File: src/rtl/if_fetch_unit.sv
// Instruction-fetch stage: owns the PC, fetches words over a req/ack handshake,
// and feeds {pc, instr, valid} to IF/ID with stall, skid buffer and redirect support.
module if_fetch_unit #(
  parameter logic [31:0] RESET_PC  = 32'h0000_0000,
  parameter logic [31:0] NOP_INSTR = 32'h0000_0013
) (
  input  logic        clk_i,
  input  logic        rst_i,
  input  logic        stall_i,
  input  logic        redirect_i,
  input  logic [31:0] redirect_pc_i,
  output logic        imem_req_o,
  output logic [31:0] imem_addr_o,
  input  logic        imem_ack_i,
  input  logic [31:0] imem_rdata_i,
  output logic [31:0] pc_o,
  output logic [31:0] instr_o,
  output logic        valid_o,
  output logic [31:0] fetch_cnt_o
);

  typedef enum logic [1:0] {S_IDLE, S_WAIT, S_HOLD, S_DROP} state_t;

  state_t      state_reg;
  logic [31:0] addr_reg;
  logic [31:0] target_reg;
  logic [31:0] skid_pc_reg;
  logic [31:0] skid_instr_reg;
  logic [31:0] pc_reg;
  logic [31:0] instr_reg;
  logic        valid_reg;
  logic [31:0] cnt_reg;
  logic [31:0] redirect_tgt;
  logic        unused_bits;

  assign redirect_tgt = {redirect_pc_i[31:2], 2'b00};
  assign unused_bits  = ^redirect_pc_i[1:0];

  assign imem_req_o  = (state_reg == S_WAIT) || (state_reg == S_DROP);
  assign imem_addr_o = addr_reg;
  assign pc_o        = pc_reg;
  assign instr_o     = instr_reg;
  assign valid_o     = valid_reg;
  assign fetch_cnt_o = cnt_reg;

  always_ff @(posedge clk_i) begin
    if (rst_i) begin
      state_reg      <= S_IDLE;
      addr_reg       <= RESET_PC;
      target_reg     <= 32'h0;
      skid_pc_reg    <= 32'h0;
      skid_instr_reg <= 32'h0;
      pc_reg         <= 32'h0;
      instr_reg      <= NOP_INSTR;
      valid_reg      <= 1'b0;
      cnt_reg        <= 32'h0;
    end else if (redirect_i) begin
      // Flush beats stall: IF/ID must not see a wrong-path instruction.
      if (state_reg != S_IDLE) begin
        valid_reg <= 1'b0;
        instr_reg <= NOP_INSTR;
      end
      if (imem_req_o && !imem_ack_i) begin
        // The in-flight request cannot be cancelled; remember where to go after it lands.
        target_reg <= redirect_tgt;
        state_reg  <= S_DROP;
      end else begin
        addr_reg  <= redirect_tgt;
        state_reg <= S_WAIT;
      end
    end else begin
      case (state_reg)
        S_IDLE: state_reg <= S_WAIT;
        S_WAIT: begin
          if (imem_ack_i) begin
            addr_reg <= addr_reg + 32'd4;
            if (!stall_i) begin
              pc_reg    <= addr_reg;
              instr_reg <= imem_rdata_i;
              valid_reg <= 1'b1;
              cnt_reg   <= cnt_reg + 32'd1;
            end else begin
              skid_pc_reg    <= addr_reg;
              skid_instr_reg <= imem_rdata_i;
              state_reg      <= S_HOLD;
            end
          end else if (!stall_i) begin
            valid_reg <= 1'b0;
            instr_reg <= NOP_INSTR;
          end
        end
        S_HOLD: begin
          if (!stall_i) begin
            pc_reg    <= skid_pc_reg;
            instr_reg <= skid_instr_reg;
            valid_reg <= 1'b1;
            cnt_reg   <= cnt_reg + 32'd1;
            state_reg <= S_WAIT;
          end
        end
        S_DROP: begin
          if (imem_ack_i) begin
            addr_reg  <= target_reg;
            state_reg <= S_WAIT;
          end
          if (!stall_i) begin
            valid_reg <= 1'b0;
            instr_reg <= NOP_INSTR;
          end
        end
        default: state_reg <= S_IDLE;
      endcase
    end
  end

endmodule

File: config.mk
export PLATFORM = sky130hd
export DESIGN_NAME = if_fetch_unit
export DESIGN_NICKNAME = d
export VERILOG_FILES = /design/src/rtl/if_fetch_unit.sv
export SDC_FILE = /design/constraint.sdc
export NUM_CORES = 1
export LEC_CHECK = 0
export CORE_AREA = 2 2 152 139
export DETAILED_ROUTE_END_ITERATION = 10
export DIE_AREA = 0 0 154 141
export GPL_TIMING_DRIVEN = 0
export HOLD_SLACK_MARGIN = 0.15
export PLACE_DENSITY_LB_ADDON = 0.1
export SYNTH_ARGS = -nofsm -noshare
export SYNTH_HDL_FRONTEND = slang
export SYNTH_SLANG_ARGS = --single-unit
File: constraint.sdc
create_clock -name clk_i -period 2.6 [get_ports clk_i]
set_input_delay 0.52 -clock clk_i [delete_from_list [all_inputs] [get_ports clk_i]]
set_output_delay 0.52 -clock clk_i [all_outputs]
set_load 0.05 [all_outputs]
# Word-level counts from Yosys, hierarchy flattened
# Index checks and enable logic that the tools add are counted.
[classes] n_addsub=2 n_eq_ne=13 muxes=32 n_bitwise=1 n_reduce_logical=16
[op_table] cell="$mux 32" count=15
[op_table] cell="$pmux 32 s2" count=3
[op_table] cell="$pmux 32 s3" count=1
[op_table] cell="$add 32x1->32 const B" count=1
[op_table] cell="$add 32x3->32 const B" count=1
[op_table] cell="$reduce_and 4->1" count=4
[op_table] cell="$mux 2" count=6
[op_table] cell="$ne 3x3->1 const B" count=4
[op_table] cell="$ne 2x2->1 const B" count=4
[op_table] cell="$pmux 2 s4" count=1
[op_table] cell="$mux 1" count=5
[op_table] cell="$reduce_and 5->1" count=1
[op_table] cell="$eq 2x2->1 const B" count=2
[op_table] cell="$ne 4x4->1 const B" count=1
[op_table] cell="$reduce_and 2->1" count=2
[op_table] cell="$reduce_bool 2->1" count=2
[op_table] cell="$reduce_bool 4->1" count=1
[op_table] cell="$pmux 1 s3" count=1
[op_table] cell="$reduce_and 3->1" count=1
[op_table] cell="$reduce_bool 3->1" count=1
[op_table] cell="$eq 2x1->1 const B" count=1
[op_table] cell="$logic_not 2->1" count=1
[op_table] cell="$ne 2x1->1 const B" count=1
[op_table] cell="$logic_and 1x1->1" count=1
[op_table] cell="other kinds (3)" count=3
[totals] register_bits=225 in_bits=69 output_inout_bits=130 elab_cells=73

# Longest topological paths before layout
# Gate-level depths: netlist (run 1).
[logic_depth] ltp_word=5 ltp_mapped=11 ltp_nobuf=7

# Worst setup path before layout (run 1)
# OpenSTA, ideal clock, no wires.
[synth_path] path_type="reg2reg" startpoint="register addr_reg[8] (netlist: imem_addr_o[8])" endpoint="register addr_reg[31] (netlist: imem_addr_o[31])" setup_ps=79 t_arrival_ps=2224 setup_slack_ps=297 path_stages_with_launch=7 period_less_slack_ps=2303 path_cell_list="dfxtp_1 buf_2 nand4_4 nor4_4 nand4_2 or4b_1 o211ai_1"
[synth_between] elab_chain_len=4
[synth_rtl] item="from (decl)" line="25" rtl="logic [31:0] addr_reg;"
[synth_rtl] item="from (signal assigned)" line="68" rtl="addr_reg <= redirect_tgt;"
[synth_rtl] item="from (signal assigned)" line="76" rtl="addr_reg <= addr_reg + 32'd4;"
[synth_rtl] item="from (signal assigned)" line="103" rtl="addr_reg <= target_reg;"
[synth_rtl] item="$add 32x3->32" line="76"
[synth_rtl] item="$mux 32" line="75" rtl="if (imem_ack_i) begin"
[synth_rtl] item="$pmux 32 s2" line="72" rtl="case (state_reg)"
[synth_rtl] item="$mux 32" line="57" rtl="end else if (redirect_i) begin"
# No other way between the ends. The select of a mux whose other input is x is not followed.
# A chain may end at the register's enable or synchronous reset.

# Final worst setup path (run 1)
[layout_path] startpoint="register addr_reg[19] (netlist: imem_addr_o[19])" endpoint="output port imem_addr_o[19]"
[layout_rtl] item="to (decl)" line="13" rtl="output logic [31:0] imem_addr_o,"
# No word-level cell between the ends.

==> results of run 1 <==
[cells in the mapped netlist, drive strengths merged, types with 6 or more instances]
master  instances
nand2         351
xnor2          13
or3            34
clkbuf         97
nor3           15
buf            30
o21ai          75
o211ai         12
ha              6
xor2           10
nand3          35
and3           12
and4           10
a211oi         36
nand4          16
and2            8
nor4           15
nor3b           7
inv            11
nor2           88
a21oi         165
mux2i          33
o22ai           6
dfxtp         219
a222oi         26
[what timing repair did]
action                                  CTS  global route
endpoints found under the setup margin   67            74
resized for setup                        10            29
buffers inserted                          0             2
pin swaps                                 0             1
[report_power, final]
part / switching [W] / internal, W / leakage (nW)
clock: 0.00144 / 0.00219 / 0.410
sequential: 0.000161 / 0.00351 / 1.78
combinational: 0.00112 / 0.000576 / 2.40
[stage by stage]
stage / cell area [um^2] / setup TNS [ns] / cells / hold WS [ns]
floorplan: 10600 / 0 / 1397 / 0.431
global placement: 12800 / -65.28 / 1848 / 0.437
detailed placement: 12800 / -68.37 / 1848 / 0.442
CTS: 13700 / 0 / 1887 / 0.450
global route: 13700 / 0 / 1889 / 0.467
finish: 13700 / 0 / 1889 / 0.450
[cell families (layout without fill, tap and decap cells)]
| logic type | count (synthesis) | after routing | synth area share |
|---|---|---|---|
| mux | 33 | 33 | 0.0312 |
| simple gates | 607 | 607 | 0.259 |
| other cells | 1 | 4 | 0.000355 |
| fa+ha+maj | 6 | 6 | 0.00710 |
| compound gates | 367 | 367 | 0.214 |
| buf+inv | 138 | 370 | 0.0544 |
| flops | 219 | 219 | 0.415 |
| xor+xnor | 23 | 23 | 0.0191 |
[metal layers]
| metal | global-route usage | routed length [um] | vias up |
|---|---|---|---|
| met2 | 0.486 | 15600 | 560 |
| met4 | 0.0935 | 917 | 0 |
| met1 | 0.456 | 15800 | 5226 |
| met5 | 0 | 0 | - |
| li1 | - | - | 5336 |
| met3 | 0.0550 | 3190 | 67 |
[area by class of cell]
| type | instances | area, um^2 | share of cell area |
|---|---|---|---|
| clock inverters | 11 | 174 | 0.0127 |
| well taps | 260 | 325 | 0.0238 |
| flip-flops and latches | 219 | 4380 | 0.320 |
| plain buffers | 124 | 548 | 0.0400 |
| inverters | 11 | 41.3 | 0.00302 |
| multi-input cells | 1040 | 5640 | 0.412 |
| repair buffers | 193 | 1920 | 0.140 |
| clock buffers | 31 | 657 | 0.0480 |
[worst paths after layout]
path	from	endpoint	slack, ns	cells past startpoint
min reg2reg	target_reg[11]$_SDFFE_PP0P_	target_reg[11]$_SDFFE_PP0P_	0.45	2
max	imem_addr_o[19]$_SDFFE_PP0P_	imem_addr_o[19]	0.06	1
min	target_reg[11]$_SDFFE_PP0P_	target_reg[11]$_SDFFE_PP0P_	0.45	2
max reg2reg	state_reg[0]$_SDFFE_PP0P_	instr_o[15]$_SDFFE_PP0P_	0.08	7
==> flow_summary.yaml, run 1 <==
sta:
  fin_skew_ns: 0.0120
  rsz0062_at_grt: "no"
  finalCriticalPeriod_ns: 2.54
  finalSetupViolations: 0
  fmax_ghz: 0.394
  final.setup.worst_slack_ns: 0.0634
  relSlewSlack: 0.465
  tightestPinTransition_ns: 0.802
  hold_violations: 0
  slew_violations: 0
  fin_crit_sh: 0.976
synth:
  ys_ff_latch: 219
  synthFlopType: "dfxtp_1"
  postSynthCellCount: 1394
  yosysSeqAreaShare: 0.415
  synthDominantAreaCellType: "dfxtp_1"
  async_flop_share: 0
  synth_warnings: 0
  synth_cell_types: 69
  synth_area_um2: 10600
  synth_top_area_share: 0.415
  syn_avg_cell_area_um2: 7.59
  synth_area_leaders: "dfxtp_1 41%, nand2_1 12%, a21oi_1 7.8%, o21ai_0 3.5%, clkbuf_1 3.4%"
  synth_edf_count: 0
clock_network:
  clockRootBuffer: "clkbuf_16"
  cts.clk_slew.worst_paths_ns: 0.07
  tritoncts: "built"
  clk_latency_ns: 0.53
  cts_max_level: 1
  cts-buffers-inserted: 24
  cts.sinks: 219
  clockBufferDepth: 3
  cts-hold-fix-buffers: 0
routing:
  final_antenna_net_count: 0
  routedWlPerCell_um: 18.8
  drc_errors: 0
  via_count: 11200
  firstDrtPassIters: 6
  drt_wl_total_mm: 35.5
  drtIter0Drc: 1012
  vias_per_cell: 5.92
setup_path:
  crit_type: "flop to output pin"
  cp_num_buf_inv: 1
  crit_fanout: 9
  max_stage_delay_ns: 0.90
  critical-path-top-delay-family: "buffers and inverters"
  cpMaxStageDelayCell: "clkdlybuf4s50_1"
  crit_required_ns: 2.08
  worstSetupStartpointType: "flop"
  cp_data_arrival_time_ns: 2.02
  crit_chain: "clkdlybuf4s50_1"
  crit_path_end_kind: "output pin"
placed_design:
  place_congestion: 0.930
  io_buffers: 191
  post-place-ws_ns: -0.588
  dp_hpwl_mm: 25.3
global_routing:
  gr-usage-all-layers: 0.316
  antenna_found_initial: 0
  grt_max_degree: 15
  grt_pass1_wl_mm: 55.5
  grt_pass1_vias: 10300
  grt.overflow.total: 0
finish:
  area_delta_synth_final_pct: 29.5
  layout_common_cells: "351 x nand2_1, 219 x dfxtp_1, 190 x clkdlybuf4s50_1"
  n_fill_cell: 1733
  antenna_cells: 0
  nets: 1688
  drive_gt1_frac: 0.0602
  fin_util: 0.673
  final_common_cell: "nand2_1"
power:
  powerDensity_nw_per_um2: 656
  irDropWorstVdd_mv: 0.412
  power.leakage_nw: 4.59
  p_total_w: 0.00899
floorplanning:
  start_util: 0.520
  fp.dieH_um: 141
  coreArea_um2: 20300
  dieArea_um2: 21700
  die_x_um: 154
  row_count: 50
  pin_count: 199
min_path:
  hold_path.class: "flop to flop"
run_status:
  outcome: "finished clean"
run:
  maxCapViolations: 0
No activity file was read; power rests on OpenSTA's default activity.
==> run 2: changes to the inputs <==
Settings changed: GPL_ROUTABILITY_DRIVEN set to 1.
==> results of run 2 <==
No change in the layout: final DEF, timing and power equal those of run 1.
==> run 3: changes to the inputs <==
Settings changed: CORE_AREA 2 2 152 139 to 2 2 186 115, DIE_AREA 0 0 154 141 to 0 0 188 117, GPL_TIMING_DRIVEN 0 to 1.
==> run 3 against run 2 <==
Sequential cell count is the same. Combinational power is essentially flat. Clock-buffer cell count grew 1. Non-clock buffer count shrank 71. Core utilization shrank 0.98 points. Fmax grew 0.47%. Cell count shrank 3.0%. First-iteration DRC count grew 21%. Die area grew 1.3%. Clock skew shrank 0.0035 ns. Critical path depth grew 1. Critical endpoint is now imem_addr_o[4]. Highest routed layer unchanged.
==> flow_summary.yaml, run 3 (same netlist as run 1, synthesis figures left out) <==
setup_path:
  crit_type: "flop to output pin"
  crit_fanout: 7
  worstSetupStartpointType: "flop"
  cp_data_arrival_time_ns: 2.00
  crit_required_ns: 2.08
  critical-path-top-delay-family: "buffers and inverters"
  crit_path_end_kind: "output pin"
  max_stage_delay_ns: 0.83
  cpMaxStageDelayCell: "clkdlybuf4s50_1"
  cp_num_buf_inv: 2
  crit_chain: "buf_4 > clkdlybuf4s50_1"
power:
  p_comb_frac: 0.196
  power.leakage_nw: 4.54
  irDropWorstVdd_mv: 0.445
  switching_share: 0.300
  powerDensity_nw_per_um2: 627
  netSwitchingPower_w: 0.00255
  seqPwrFrac: 0.431
  power_frac_clock: 0.373
  internal_power_w: 0.00596
floorplanning:
  dieArea_um2: 22000
  fp.dieH_um: 117
  coreArea_um2: 20500
  die_x_um: 188
  start_util: 0.517
  row_count: 41
  pin_count: 199
finish:
  antenna_cells: 0
  seqCellArea_um2: 4380
  nets: 1615
  n_fill_cell: 1777
  multiInputGateArea_um2: 5670
  final_cells: 1832
  final_cell_area_um2: 13600
  drive_gt1_frac: 0.0708
  area_delta_synth_final_pct: 28.5
  final_common_cell: "nand2_1"
  layout_common_cells: "351 x nand2_1, 219 x dfxtp_1, 188 x clkdlybuf4s50_1"
routing:
  routedWlPerCell_um: 17.6
  drtIter0Drc: 1225
  drc_errors: 0
  via_count: 10600
  drt_wl_total_mm: 32.2
  final_antenna_net_count: 0
  vias_per_cell: 5.77
  firstDrtPassIters: 7
clock_network:
  tritoncts: "built"
  cts.sinks: 219
  cts-buffers-inserted: 22
  clockRootBuffer: "clkbuf_16"
  cts.clk_slew.worst_paths_ns: 0.06
  cts-hold-fix-buffers: 0
  clk_latency_ns: 0.50
  clockBufferDepth: 3
  cts_max_level: 1
global_routing:
  antenna_found_initial: 0
  grt_pass1_wl_mm: 50.2
  grt_max_degree: 105
  grt_pass1_vias: 9188
  gr-usage-all-layers: 0.282
  grt.overflow.total: 0
sta:
  fin_tns_setup_ns: 0
  fin_skew_ns: 0.00850
  fin_crit_sh: 0.971
  tightestPinTransition_ns: 0.589
  fmax_ghz: 0.396
  relSlewSlack: 0.606
  finalSetupViolations: 0
  slew_violations: 0
  finalCriticalPeriod_ns: 2.52
  rsz0062_at_grt: "no"
  fin_hold_ws_ns: 0.348
  final.setup.worst_slack_ns: 0.0753
  hold_violations: 0
min_path:
  hold_path.class: "primary input to flop"
placed_design:
  io_buffers: 192
  dp_hpwl_mm: 21.7
  dp.cells: 1795
  post-place-ws_ns: 0.0355
  place_congestion: 0.900
  placed_cell_area_um2: 12900
run:
  maxCapViolations: 0
run_status:
  outcome: "finished clean"
==> run 3: cell count changes in the layout (fill, tap and decap cells not counted), moves of 3 or more <==
cell / change
buf_4: +40
buf_2: -15
clkbuf_2: -17
clkbuf_1: -78
buf_1: -5
buf_12: +9
bufinv_16: -3
==> run 3: routing by layer <==
metal / track usage / wire, um / up-vias
li1: - / - / 5185
met2: 0.400 / 12900 / 473
met3: 0.0608 / 3230 / 26
met5: 0 / 0 / -
met4: 0.0409 / 346 / 0
met1: 0.440 / 15700 / 4888
==> run 3: what timing repair did <==
item / 4_1_cts / 5_1_grt
resized for setup: 0 / 1
endpoints found under the setup margin: 0 / 1
setup buffers: 0 / 0
==> run 3: cell type report <==
class | instances | area share
sequential | 219 | 0.323
timing repair buffer | 246 | 0.179
tap | 279 | 0.0257
inverter | 11 | 0.00304
clock buffer | 32 | 0.0485
clock inverter | 5 | 0.00414
multi-input combinational | 1040 | 0.417
==> run 3: stage by stage <==
step | util | total power, W
finish | 0.664 | 0.00852
global route | 0.664 | 0.00882
CTS | 0.664 | 0.00855
detailed placement | 0.629 | 0.00539
global placement | 0.629 | 0.00537
floorplan | - | 0.00474
==> run 3: final timing paths <==
check / startpoint / to / slack, ns / cells after the start
max: imem_addr_o[4]$_SDFFE_PP0P_ / imem_addr_o[4] / 0.08 / 2
min reg2reg: target_reg[26]$_SDFFE_PP0P_ / target_reg[26]$_SDFFE_PP0P_ / 0.45 / 2
max reg2reg: state_reg[1]$_SDFFE_PP0P_ / fetch_cnt_o[31]$_SDFFE_PP0P_ / 0.17 / 7
min: rst_i / target_reg[21]$_SDFFE_PP0P_ / 0.35 / 2
==> run 3: power groups by stage <==
stage	Sequential [W]	Clock (W)	Combinational (W)
6_report	0.00367	0.00317	0.00167
3_5_place_dp	0.00374	0	0.00166
3_3_place_gp	0.00373	0	0.00164
5_1_grt	0.00369	0.00336	0.00178
4_1_cts	0.00366	0.00322	0.00166
2_1_floorplan	0.00408	0	0.000665
==> run 3: worst register-to-register path, delay by kind of cell, from the launching register on <==
family	cells	cell delay (ns)
flops	1	0.42
simple gates	4	1.36
fa+ha+maj	1	0.32
buf+inv	1	0.11
compound gates	1	0.16
